[config.mk]
export PLATFORM = sky130hd
export DESIGN_NAME = bytebeat_voice_scheduler
export DESIGN_NICKNAME = d
export VERILOG_FILES = /design/src/rtl/bytebeat_pkg.sv /design/src/rtl/bytebeat_tick_gen.sv /design/src/rtl/bytebeat_voice_scheduler.sv
export SDC_FILE = /design/constraint.sdc
export NUM_CORES = 1
export LEC_CHECK = 0
export BUFFER_PORTS_ARGS = -buffer_cell sky130_fd_sc_hd__buf_4
export CORE_ASPECT_RATIO = 0.7
export CORE_MARGIN = 2
export CORE_UTILIZATION = 26
export DETAILED_ROUTE_END_ITERATION = 6
export PLACE_DENSITY_LB_ADDON = 0.3
export SYNTH_ARGS = -nofsm -noshare
export SYNTH_HDL_FRONTEND = slang
export SYNTH_SLANG_ARGS = --single-unit
[constraint.sdc]
create_clock -name clk -period 11.55 [get_ports clk]
set_input_delay 1.7325 -clock clk [delete_from_list [all_inputs] [get_ports clk]]
set_output_delay 1.7325 -clock clk [all_outputs]
set_load 0.02 [all_outputs]
[src/rtl/bytebeat_pkg.sv]
// bytebeat_pkg: shared types and constants for the bytebeat audio blocks
package bytebeat_pkg;
   typedef enum logic [1:0] {IDLE, POLL, MIX} sched_state_t;
   localparam int SAMPLE_W = 8;
   localparam logic [SAMPLE_W-1:0] SAMPLE_MID = 8'h80;
   function automatic int idx_w(input int n);
      return $clog2(n);
   endfunction
endpackage

[src/rtl/bytebeat_tick_gen.sv]
// bytebeat_tick_gen: free-running prescaler, tick high on the last count of each period
module bytebeat_tick_gen
   import bytebeat_pkg::*;
#(
   parameter int TICK_DIV = 512
) (
   input  logic clk,
   input  logic reset,
   output logic tick
);
   localparam int CW = idx_w(TICK_DIV);
   logic [CW-1:0] count;
   assign tick = count == CW'(TICK_DIV - 1);
   // count 0..TICK_DIV-1 and wrap
   always_ff @(posedge clk) begin
      count <= (reset || tick) ? '0 : count + 1'b1;
   end
endmodule

[src/rtl/bytebeat_voice_scheduler.sv]
// bytebeat_voice_scheduler: ticks, polls each voice in order, holds samples and emits one mixed sample per tick
module bytebeat_voice_scheduler
   import bytebeat_pkg::*;
#(
   parameter int NUM_VOICES   = 8,
   parameter int TICK_DIV     = 512,
   parameter int POLL_TIMEOUT = 4
) (
   input  logic                           clk,
   input  logic                           reset,
   input  logic [NUM_VOICES-1:0]          voice_en,
   input  logic                           mix_mode,
   input  logic [2:0]                     sel,
   input  logic [SAMPLE_W*NUM_VOICES-1:0] pcm_in,
   input  logic [NUM_VOICES-1:0]          pcm_vld,
   output logic [NUM_VOICES-1:0]          pcm_rdy,
   output logic [SAMPLE_W-1:0]            sample_out,
   output logic                           sample_stb,
   output logic [NUM_VOICES-1:0]          miss,
   output logic                           overrun,
   input  logic                           clr_flags
);
   localparam int IW = idx_w(NUM_VOICES);
   localparam int WW = idx_w(POLL_TIMEOUT + 1);
   localparam int SW = SAMPLE_W + IW;
   sched_state_t state, state_nx;
   logic tick, en_cur, vld_cur, hs, tmo, adv, last;
   logic [IW-1:0] idx;
   logic [WW-1:0] wait_cnt;
   logic [SAMPLE_W-1:0] hold [NUM_VOICES];
   logic [SAMPLE_W-1:0] sel_ext [8];
   logic [SAMPLE_W-1:0] mix_val;
   logic [SW-1:0] sum;
   logic [NUM_VOICES-1:0] tmo_vec;

   bytebeat_tick_gen #(.TICK_DIV(TICK_DIV)) u_tick (
      .clk  (clk),
      .reset(reset),
      .tick (tick)
   );

   // poll handshake, timeout and next-state decode for the current voice slot
   always_comb begin
      en_cur   = voice_en[idx];
      vld_cur  = pcm_vld[idx];
      hs       = (state == POLL) && en_cur && vld_cur;
      tmo      = (state == POLL) && en_cur && !vld_cur && (wait_cnt == WW'(POLL_TIMEOUT - 1));
      adv      = (state == POLL) && (!en_cur || vld_cur || tmo);
      last     = idx == IW'(NUM_VOICES - 1);
      tmo_vec  = NUM_VOICES'(tmo) << idx;
      pcm_rdy  = '0;
      state_nx = state;
      if (state == POLL && en_cur) pcm_rdy[idx] = 1'b1;
      if (state == IDLE && tick) state_nx = POLL;
      if (adv && last) state_nx = MIX;
      if (state == MIX) state_nx = IDLE;
   end

   // mix value: average over all holds, or the selected hold with unused selects reading mid-scale
   always_comb begin
      sum = '0;
      for (int i = 0; i < NUM_VOICES; i++) sum = sum + SW'(hold[i]);
      for (int i = 0; i < 8; i++) sel_ext[i] = SAMPLE_MID;
      for (int i = 0; i < NUM_VOICES; i++) sel_ext[i] = hold[i];
      mix_val = mix_mode ? sum[IW +: SAMPLE_W] : sel_ext[sel];
   end

   // scheduler state, sample holds, output register and sticky flags
   always_ff @(posedge clk) begin
      if (reset) begin
         state      <= IDLE;
         idx        <= '0;
         wait_cnt   <= '0;
         sample_out <= SAMPLE_MID;
         sample_stb <= 1'b0;
         miss       <= '0;
         overrun    <= 1'b0;
         for (int i = 0; i < NUM_VOICES; i++) hold[i] <= SAMPLE_MID;
      end else begin
         state      <= state_nx;
         sample_stb <= state == MIX;
         if (state == MIX) sample_out <= mix_val;
         if (state == IDLE && tick) begin
            idx      <= '0;
            wait_cnt <= '0;
         end else if (adv) begin
            idx      <= idx + 1'b1;
            wait_cnt <= '0;
         end else if (state == POLL) begin
            wait_cnt <= wait_cnt + 1'b1;
         end
         if (hs) hold[idx] <= pcm_in[idx*SAMPLE_W +: SAMPLE_W];
         miss    <= (clr_flags ? '0 : miss) | tmo_vec;
         overrun <= (overrun && !clr_flags) || (tick && state != IDLE);
      end
   end
endmodule
# Yosys cells after proc, flatten, opt, wreduce, memory -nomap -nowiden
# Memories as Yosys holds them, arrays and structs flattened.
# Cells that the tools add are included.
# classes
n_mux	22
n_bitwise	2
n_eq_ne	5
magnitude_cmp	3
n_addsub	10
shifts	2
reduce_logical	25
# ops
op	n
indexed part select 64 x 7 -> 8 bit	1
two-way mux 8 bit	6
adder 11 x 8 -> 11 bit	4
binary-select mux 8 bit (select 3 bit)	1
adder 10 x 8 -> 11 bit	1
adder 9 x 8 -> 10 bit	1
logical AND 1 bit	10
adder 8 x 8 -> 9 bit	1
adder 9 x 1 -> 9 bit (second input constant)	1
== test 9 bit (second input constant)	1
two-way mux 1 bit	9
OR 8 bit	1
OR reduction 8 bit	1
<< shifter 1 x 3 -> 8 bit	1
adder 3 x 1 -> 3 bit (second input constant)	2
binary-select mux 1 bit (select 3 bit)	2
OR reduction 3 bit	2
>= comparator 4 bit (second input constant)	1
logical OR 1 bit	4
less-than comparator 3 x 4 -> 1 bit (second input constant)	1
two-way mux 2 bit	2
NOT 3 -> 4 bit	1
nonzero test 2 bit	2
OR reduction 2 bit	2
9 further kinds	11
# word_totals
out_inout_bits	26
inputBits	87
mem_count	1
wordCells	79
mem_bits_rw	64
reg_bits	35
# mem_list
name	words	width	read_ports	rd_ports_with_merged_regs	wr	line	source
hold	8	8	8	0	8	bytebeat_voice_scheduler.sv:30	logic [SAMPLE_W-1:0] hold [NUM_VOICES];

# Longest topological paths before layout
# Gate-level depths: netlist of run 1.
# logic_depth
depth_word	9
ltp_mapped	16
ltp_nobuf	16

# Cells and area by module
# From an unflattened synthesis of run 1, not the netlist that was laid out.
# hier_totals
cells_unflattened	659
area_unflattened_um2	6692.7
# modules_own_cells
module	n_inst	cells_each	area_per_inst_um2	seq_area_each_um2
bytebeat_voice_scheduler	1	619	6322.3	2442.3
bytebeat_tick_gen	1	40	370.4	180.2

# Worst setup path before layout of run 1
# Ideal clock, no wire load.
# synth_timing
path_type	input-to-output
from	input port voice_en[7]
to	output port pcm_rdy[0]
path_stages	6
arrival_time_ps	3128
required_time_ps	9818
path_buffers	2
setup_slack_ps	6689
cell_sequence	mux2_1 mux4_2 o21ai_4 buf_6 buf_6 nor2_1
# synth_via
elab_chain_len	4
# synth_rtl
item	line	source
start: declaration	bytebeat_voice_scheduler.sv:11	input logic [NUM_VOICES-1:0] voice_en,
binary-select mux 1 bit (select 3 bit)	bytebeat_voice_scheduler.sv:44	en_cur = voice_en[idx];
two-way mux 1 bit (not written as such)	bytebeat_voice_scheduler.sv:44	
logical AND 1 bit	bytebeat_voice_scheduler.sv:53	if (state == POLL && en_cur) pcm_rdy[idx] = 1'b1;
two-way mux 8 bit	bytebeat_voice_scheduler.sv:53	
end: declaration	bytebeat_voice_scheduler.sv:16	output logic [NUM_VOICES-1:0] pcm_rdy,
# Every way passes these cells. The select of a mux whose other input is x is not followed.

# Final worst setup path of run 1
# layout_timing
from	input port voice_en[7]
to	output port pcm_rdy[2]
# Same word-level chain as after synthesis.

==> impl_metrics.ini, run 1 <==
[worst_setup_path]
r2r_start = hold[5][2]
critPathMaxFanout = 22
r2r_slack_ns = 7.41
rr_endpoint = sample_out[5]
reg2reg_depth = 14
startpoint_type = input pin
end_kind = output pin
crit_required_ns = 9.82
worstPathArrival_ns = 3.63
path_class = in -> out

[detailed_routing]
wirelength_mm = 19.1
ant_nets = 0
drc = 0
num_vias = 5007
drtIter0Drc = 317
wl_per_cell_um = 17.7
via_per_inst = 4.62
drt-pass1-iter-count = 5

[sta]
drv_slew = 0
fin_crit_sh = 0.464
hold_viol = 0
skew_ns = 0.00524
worst_slew_pin_slew_ns = 1.23
relSlewSlack = 0.174
rsz0062_at_grt = no
setup_ws_ns = 6.19
tns_ns = 0
fmax_mhz = 187
setup_viol_count_final = 0
post-route-min-period_ns = 5.36

[layout]
fin_cells = 1083
areaGrowthSynthToFinish_pct = 21.4
nets = 896
fin_area_um2 = 8310
drive_above_1_share = 0.254
diodes = 0
final_cell_mix = 120 x inv_1, 116 x buf_4, 69 x nor2_1
final_common_cell = inv_1

[floorplanning]
core_area_um2 = 25700
die_h_um = 140
rows = 49
die_w_um = 198
die-area_um2 = 27700
io-pin-count = 113
start_util = 0.266

[min_path]
worst_hold_path.num_cells = 1
min_to = u_tick.count[0]
hold_path_class = reg -> reg
worstHoldStart = u_tick.count[0]

[clock_tree]
cts_tree = yes
clkSinkCount = 99
cts_setup_buffers = 0
cts_hold_buf = 0
insertion_delay_ns = 0.35
htree_levels = 3
cts_buffers = 9
clkTransAtPathRegs_ns = 0.07
root_buffer = clkbuf_16
clockBufferDepth = 2
ctsResizeCount = 0

[placed_design]
dp_hpwl_mm = 14.6
placed_area_um2 = 7990
post-place-cells = 1067
pre_cts_ws_ns = 6.20
portBuffers = 112
gp_congestion = 0.801

[grt]
grt_pass1_vias = 5268
grt_pass1_wl_mm = 30.2
grt_max_degree = 45
antenna_found_initial = 0
track_usage = 0.144
gr-total-overflow = 0

[pwr]
design_power_total_mw = 0.966
ir_drop_v = 0.0000674
p_leak_nw = 3.36
power_density_nw_per_um2 = 116

[synth]
yosys_warnings = 0
synth_top_area_cell = edfxtp_1
synth_area_leaders = edfxtp_1 28%, fa_1 13%, dfxtp_1 10%
synth_fp_nets = 800
netlist_area_um2 = 6850
seq_area_frac_synth = 0.383
avgSynthCellArea_um2 = 10.5
synthArstFlopShare = 0
ys.flop_type = edfxtp_1
synthCells = 651
ys_ff_latch = 99
synth_top_cell_area_share = 0.281
synth.distinct_cells = 66
synth_edf_count = 64

[run]
cap_violations = 0

[outcome]
outcome = completed
-- cell families after synthesis --
logic type / Yosys count / share of synthesized area
buffers and inverters: 152 / 0.0910
flip-flops: 99 / 0.383
AO/OA/AOI/OAI: 96 / 0.106
XOR/XNOR: 10 / 0.0128
multiplexers: 49 / 0.112
AND/OR/NAND/NOR: 183 / 0.132
adder cells (fa/ha/maj): 62 / 0.164
-- how the worst max path moves through the flow --
| stage | start | slack, ns | cells after the start | to |
|---|---|---|---|---|
| after global placement | voice_en[7] | 6.26 | 6 | pcm_rdy[6] |
| after floorplan | voice_en[7] | 6.69 | 6 | pcm_rdy[0] |
| after global routing | voice_en[7] | 6.07 | 6 | pcm_rdy[1] |
| final | voice_en[7] | 6.19 | 6 | pcm_rdy[2] |
| after detailed placement | voice_en[7] | 6.20 | 6 | pcm_rdy[2] |
| after CTS | voice_en[7] | 6.20 | 6 | pcm_rdy[2] |
-- sequential cells by signal, indices dropped and copies added (netlist names) --
name / flops
miss: 8
u_tick.count: 9
sample_out: 8
overrun: 1
hold: 64
idx: 3
sample_stb: 1
wait_cnt: 3
state: 2
-- power breakdown --
part           leakage [nW]  switching [mW]  internal (mW)
registers             0.915         0.00590          0.383
logic                  2.29           0.138          0.115
clock network         0.164           0.144          0.180
total                  3.36           0.288          0.678
-- stage by stage --
| step | util | hold slack [ns] |
|---|---|---|
| floorplan | - | 0.418 |
| global placement | 0.310 | 0.429 |
| detailed placement | 0.310 | 0.439 |
| CTS | 0.323 | 0.455 |
| global route | 0.323 | 0.485 |
| finish | 0.323 | 0.449 |
-- cell usage after synthesis, types with 4 or more instances --
cell and count:
nor3_1 15, dfxtp_1 35, mux4_2 20, fa_1 46, a22o_1 6, mux2i_1 13
nand2b_1 10, or3_1 5, xor2_1 7, mux2_2 13, buf_4 4, nand3_1 12
nand3b_1 5, a21oi_1 24, a22oi_1 7, edfxtp_1 64, buf_2 12, o31ai_1 13
clkbuf_1 10, nor2b_1 6, inv_1 120, o21ai_0 11, and2_1 4, ha_1 16
nand2_1 38, a221oi_1 4, nor2_1 69
-- routing by layer --
layer,track usage,routed length (um)
met2,0.196,7590
met5,0,0
met3,0.0395,1470
met4,0.0241,144
met1,0.227,9940
-- cell type report --
| type | instances | area [um^2] |
|---|---|---|
| clock inverter | 5 | 55.1 |
| fill | 2641 | 17400 |
| multi-input combinational | 400 | 3630 |
| sequential | 99 | 2620 |
| inverter | 121 | 454 |
| tap | 331 | 414 |
| clock buffer | 11 | 264 |
| timing repair buffer | 116 | 871 |
-- worst max-delay path: stages --
cell and delay, ns:
buf_4 0.10, mux2_1 0.28, mux4_2 0.53, o21ai_4 0.65
nor2_1 0.14, buf_4 0.19
Note: power is estimated with default switching activity, not from simulation.
==> run 2, diff against run 1 <==
- clock period: 11.55 -> 5.1 ns (I/O delays scaled with it)
==> impl_metrics.ini, run 2 (synthesis results as in run 1) <==
[outcome]
outcome = completed

[sta]
rsz0062_at_grt = no
skew_ns = 0.00954
setup_ws_ns = 0.974
setup_viol_count_final = 0
relSlewSlack = 0.135
post-route-min-period_ns = 4.13
fin_crit_sh = 0.809
fmax_mhz = 242
tns_ns = 0
drv_slew = 0
worst_slew_pin_slew_ns = 1.29
hold_viol = 0

[grt]
grt_pass1_vias = 5143
antenna_found_initial = 0
use_met1 = 0.227
grt_pass1_wl_mm = 30.5
track_usage = 0.147
gr-total-overflow = 0
grtUsageMet2 = 0.207
met3_usage = 0.0383
grt_max_degree = 45
grt_busiest_layer = met1

[floorplanning]
start_util = 0.266
die_w_um = 198
die_h_um = 140
rows = 49
core_area_um2 = 25700
die-area_um2 = 27700
io-pin-count = 113

[pwr]
design_power_total_mw = 2.19
ir_drop_v = 0.000187
p_leak_nw = 3.35
power_density_nw_per_um2 = 263

[min_path]
hold_path_class = reg -> reg
worstHoldStart = u_tick.count[0]

[worst_setup_path]
r2r_slack_ns = 0.97
crit_required_ns = 5.32
crit_start = hold[5][2]
worstPathArrival_ns = 4.35
critPathMaxFanout = 3
path_class = reg -> reg
r2r_start = hold[5][2]
cp_cell_sequence = inv_1 > fa_1 > inv_1 > fa_1 > fa_1 > inv_1 > fa_1 > nor2_1 > fa_1 > a21o_1 > a21oi_1 > o21ai_0 > xnor2_1 > o221ai_1
crit_slowest_cell = fa_1
startpoint_type = register
end_kind = register
max_stage_delay_ns = 0.57
path_common_cell = fa_1

[layout]
final_common_cell = inv_1
fill_cells = 2668
diodes = 0
areaGrowthSynthToFinish_pct = 21.3
reg.largest.list = hold x64, u_tick.count x9
drive_above_1_share = 0.252
largest-register = hold
nets = 897
largest_register_ffs = 64
final_cell_mix = 120 x inv_1, 117 x buf_4, 69 x nor2_1

[placed_design]
portBuffers = 112
gp_congestion = 0.776
pre_cts_ws_ns = 0.992
dp_hpwl_mm = 14.7

[run]
cap_violations = 0

[clock_tree]
cts_setup_buffers = 0
insertion_delay_ns = 0.35
cts_hold_buf = 0
clkSinkCount = 99
cts_buffers = 9
ctsResizeCount = 0
clockBufferDepth = 2
cts_tree = yes
root_buffer = clkbuf_16
htree_levels = 3
clkTransAtPathRegs_ns = 0.08

[detailed_routing]
wirelength_mm = 19.5
drt-pass1-iter-count = 5
ant_nets = 0
drtIter0Drc = 331
wl_per_cell_um = 18.0
num_vias = 5039
via_per_inst = 4.65
drc = 0
## run 2: cell types whose count changed in the layout (fill, tap and decap cells not counted)
cell / change
inv_8: -2
buf_4: +1
bufinv_16: +1
bufinv_8: -1
clkbuf_1: +1
clkbuf_16: -1
clkbuf_8: -1
clkinv_1: +1
clkinv_4: +1
clkinv_8: +1
clkinvlp_4: +1
inv_4: -1
## run 2: power by group
group	switching (mW)	internal, mW	total (mW)
clock network	0.329	0.387	0.716
registers	0.0134	0.868	0.881
logic	0.325	0.264	0.589
## run 2: per-stage QoR
step | utilization | cell area [um^2] | instances | hold slack [ns]
6_report | 0.323 | 8310 | 1084 | 0.457
5_1_grt | 0.323 | 8310 | 1084 | 0.465
4_1_cts | 0.323 | 8310 | 1084 | 0.452
3_5_place_dp | 0.311 | 8000 | 1068 | 0.435
3_3_place_gp | 0.311 | 8000 | 1068 | 0.431
2_1_floorplan | - | 6850 | 651 | 0.418
## run 2: final timing paths
kind / end / cells after the start
setup / recovery: sample_out[5] / 14
hold / removal: u_tick.count[0] / 1
setup reg to reg: sample_out[5] / 14
hold reg to reg: u_tick.count[0] / 1
## run 2: worst max-delay path: cells and delay by family (launching register included)
| family | cells | cell delay [ns] |
|---|---|---|
| buffers and inverters | 3 | 0.16 |
| adders and majority gates | 5 | 2.56 |
| AOI/OAI and AO/OA | 4 | 0.68 |
| DFF | 1 | 0.36 |
| xor gates and xnor gates | 1 | 0.16 |
| and+or+nand+nor | 1 | 0.08 |
## run 2: area by class of cell
type,instances,area (um^2),share of cell area
Multi-Input combinational cell,400,3630,0.437
Clock inverter,6,75.1,0.00904
Timing Repair Buffer,117,878,0.106
Inverter,121,454,0.0547
Clock buffer,10,229,0.0276
Tap cell,331,414,0.0499
Sequential cell,99,2620,0.316
## run 2: routing by layer
metal  vias up  part of all wire
met5         -                 0
met4         0            0.0040
met3         8             0.068
met2       187              0.41
met1      2444              0.52
li1       2400                 -
==> run 3, diff against run 2 <==
- clock period: 5.1 -> 3.9 ns (I/O delays scaled with it)
==> impl_metrics.ini, run 3 (synthesis results as in run 1) <==
[sta]
tns_ns = 0
skew_ns = 0.00759
worst_hold_slack_ns = 0.456
relSlewSlack = 0.191
fin_crit_sh = 0.992
drv_slew = 0
worst_slew_pin_slew_ns = 1.21
rsz0062_at_grt = yes
hold_viol = 0
post-route-min-period_ns = 3.87
setup_viol_count_final = 0
fmax_mhz = 259
setup_ws_ns = 0.0320

[placed_design]
placed_area_um2 = 8150
dp_hpwl_mm = 14.9
post-place-cells = 1087
gp_congestion = 0.795
pre_cts_ws_ns = -0.159
portBuffers = 112

[min_path]
hold_path_class = reg -> reg

[worst_setup_path]
cp_cell_sequence = inv_2 > fa_1 > inv_2 > fa_1 > fa_1 > inv_2 > fa_1 > inv_2 > fa_2 > a21o_1 > a21oi_2 > xor2_1 > a21oi_1 > a22o_1
max_stage_delay_ns = 0.54
startpoint_type = register
crit_family = adder cells
worstPathArrival_ns = 4.11
crit_required_ns = 4.14
critPathMaxFanout = 2
path_class = reg -> reg
worst-path-buf-inv = 4
crit_slowest_cell = fa_1
end_kind = register

[layout]
final_cell_mix = 138 x buf_4, 105 x inv_1, 68 x nor2_1
largest-register = hold
diodes = 0
final_common_cell = buf_4
nets = 919
fill_cells = 2649
final_core_util = 0.333
multi_input_area_um2 = 3770
reg.largest.list = hold x64, u_tick.count x9
fin_area_um2 = 8580
fin_cells = 1106
areaGrowthSynthToFinish_pct = 25.4
largest_register_ffs = 64
drive_above_1_share = 0.317
seqCellArea_um2 = 2620

[detailed_routing]
wl_met2_mm = 7.64
drt-pass1-iter-count = 5
wl_met3_mm = 1.40
num_vias = 5067
ant_nets = 0
drc = 0
via_per_inst = 4.58
wirelength_mm = 19.6
top_layer_used = met4
drtIter0Drc = 372
wl_met1_mm = 10.3
wl_per_cell_um = 17.7

[floorplanning]
die-area_um2 = 27700
die_h_um = 140
rows = 49
core_area_um2 = 25700
start_util = 0.266
io-pin-count = 113
die_w_um = 198

[clock_tree]
root_buffer = clkbuf_16
cts_tree = yes
cts_hold_buf = 0
clkSinkCount = 99
insertion_delay_ns = 0.35
clkTransAtPathRegs_ns = 0.07
clockBufferDepth = 2
cts_buffers = 9
htree_levels = 3

[grt]
antenna_found_initial = 0
track_usage = 0.145
grt_pass1_vias = 5150
grt_max_degree = 29
gr-total-overflow = 0
grt_pass1_wl_mm = 30.0

[outcome]
outcome = completed

[pwr]
p_leak_nw = 3.43
power_density_nw_per_um2 = 366
ir_drop_v = 0.000222
design_power_total_mw = 3.14

[run]
cap_violations = 0
run 3: cell type report:
class | instances | share of cell area
sequential | 99 | 0.306
multi-input combinational | 400 | 0.439
clock buffer | 10 | 0.0267
timing repair buffer | 139 | 0.122
inverter | 121 | 0.0529
clock inverter | 6 | 0.00569
tap | 331 | 0.0483
run 3: final timing paths:
path	start	to	slack, ns	cells after the start
hold reg to reg	u_tick.count[0]	u_tick.count[0]	0.46	1
setup / recovery	hold[5][3]	sample_out[3]	0.03	14
hold / removal	u_tick.count[0]	u_tick.count[0]	0.46	1
setup reg to reg	hold[5][3]	sample_out[3]	0.03	14
run 3: what timing repair did:
item | CTS | global route
pin swaps | 16 | 32
buffers inserted | 1 | 2
endpoints found under the setup margin | 6 | 6
gates cloned | 0 | 0
resized for setup | 14 | 25
run 3: report_power, final:
| part | switching, mW | internal [mW] | total (mW) | leakage [nW] |
|---|---|---|---|---|
| Combinational | 0.553 | 0.558 | 1.11 | 2.39 |
| Sequential | 0.0179 | 1.13 | 1.15 | 0.915 |
| Clock | 0.435 | 0.441 | 0.876 | 0.126 |
| Total | 1.01 | 2.13 | 3.14 | 3.43 |
run 3: layer usage:
layer / vias up / track usage
met5: - / 0
met4: 0 / 0.0281
met3: 16 / 0.0477
met2: 171 / 0.192
met1: 2442 / 0.225
li1: 2438 / -
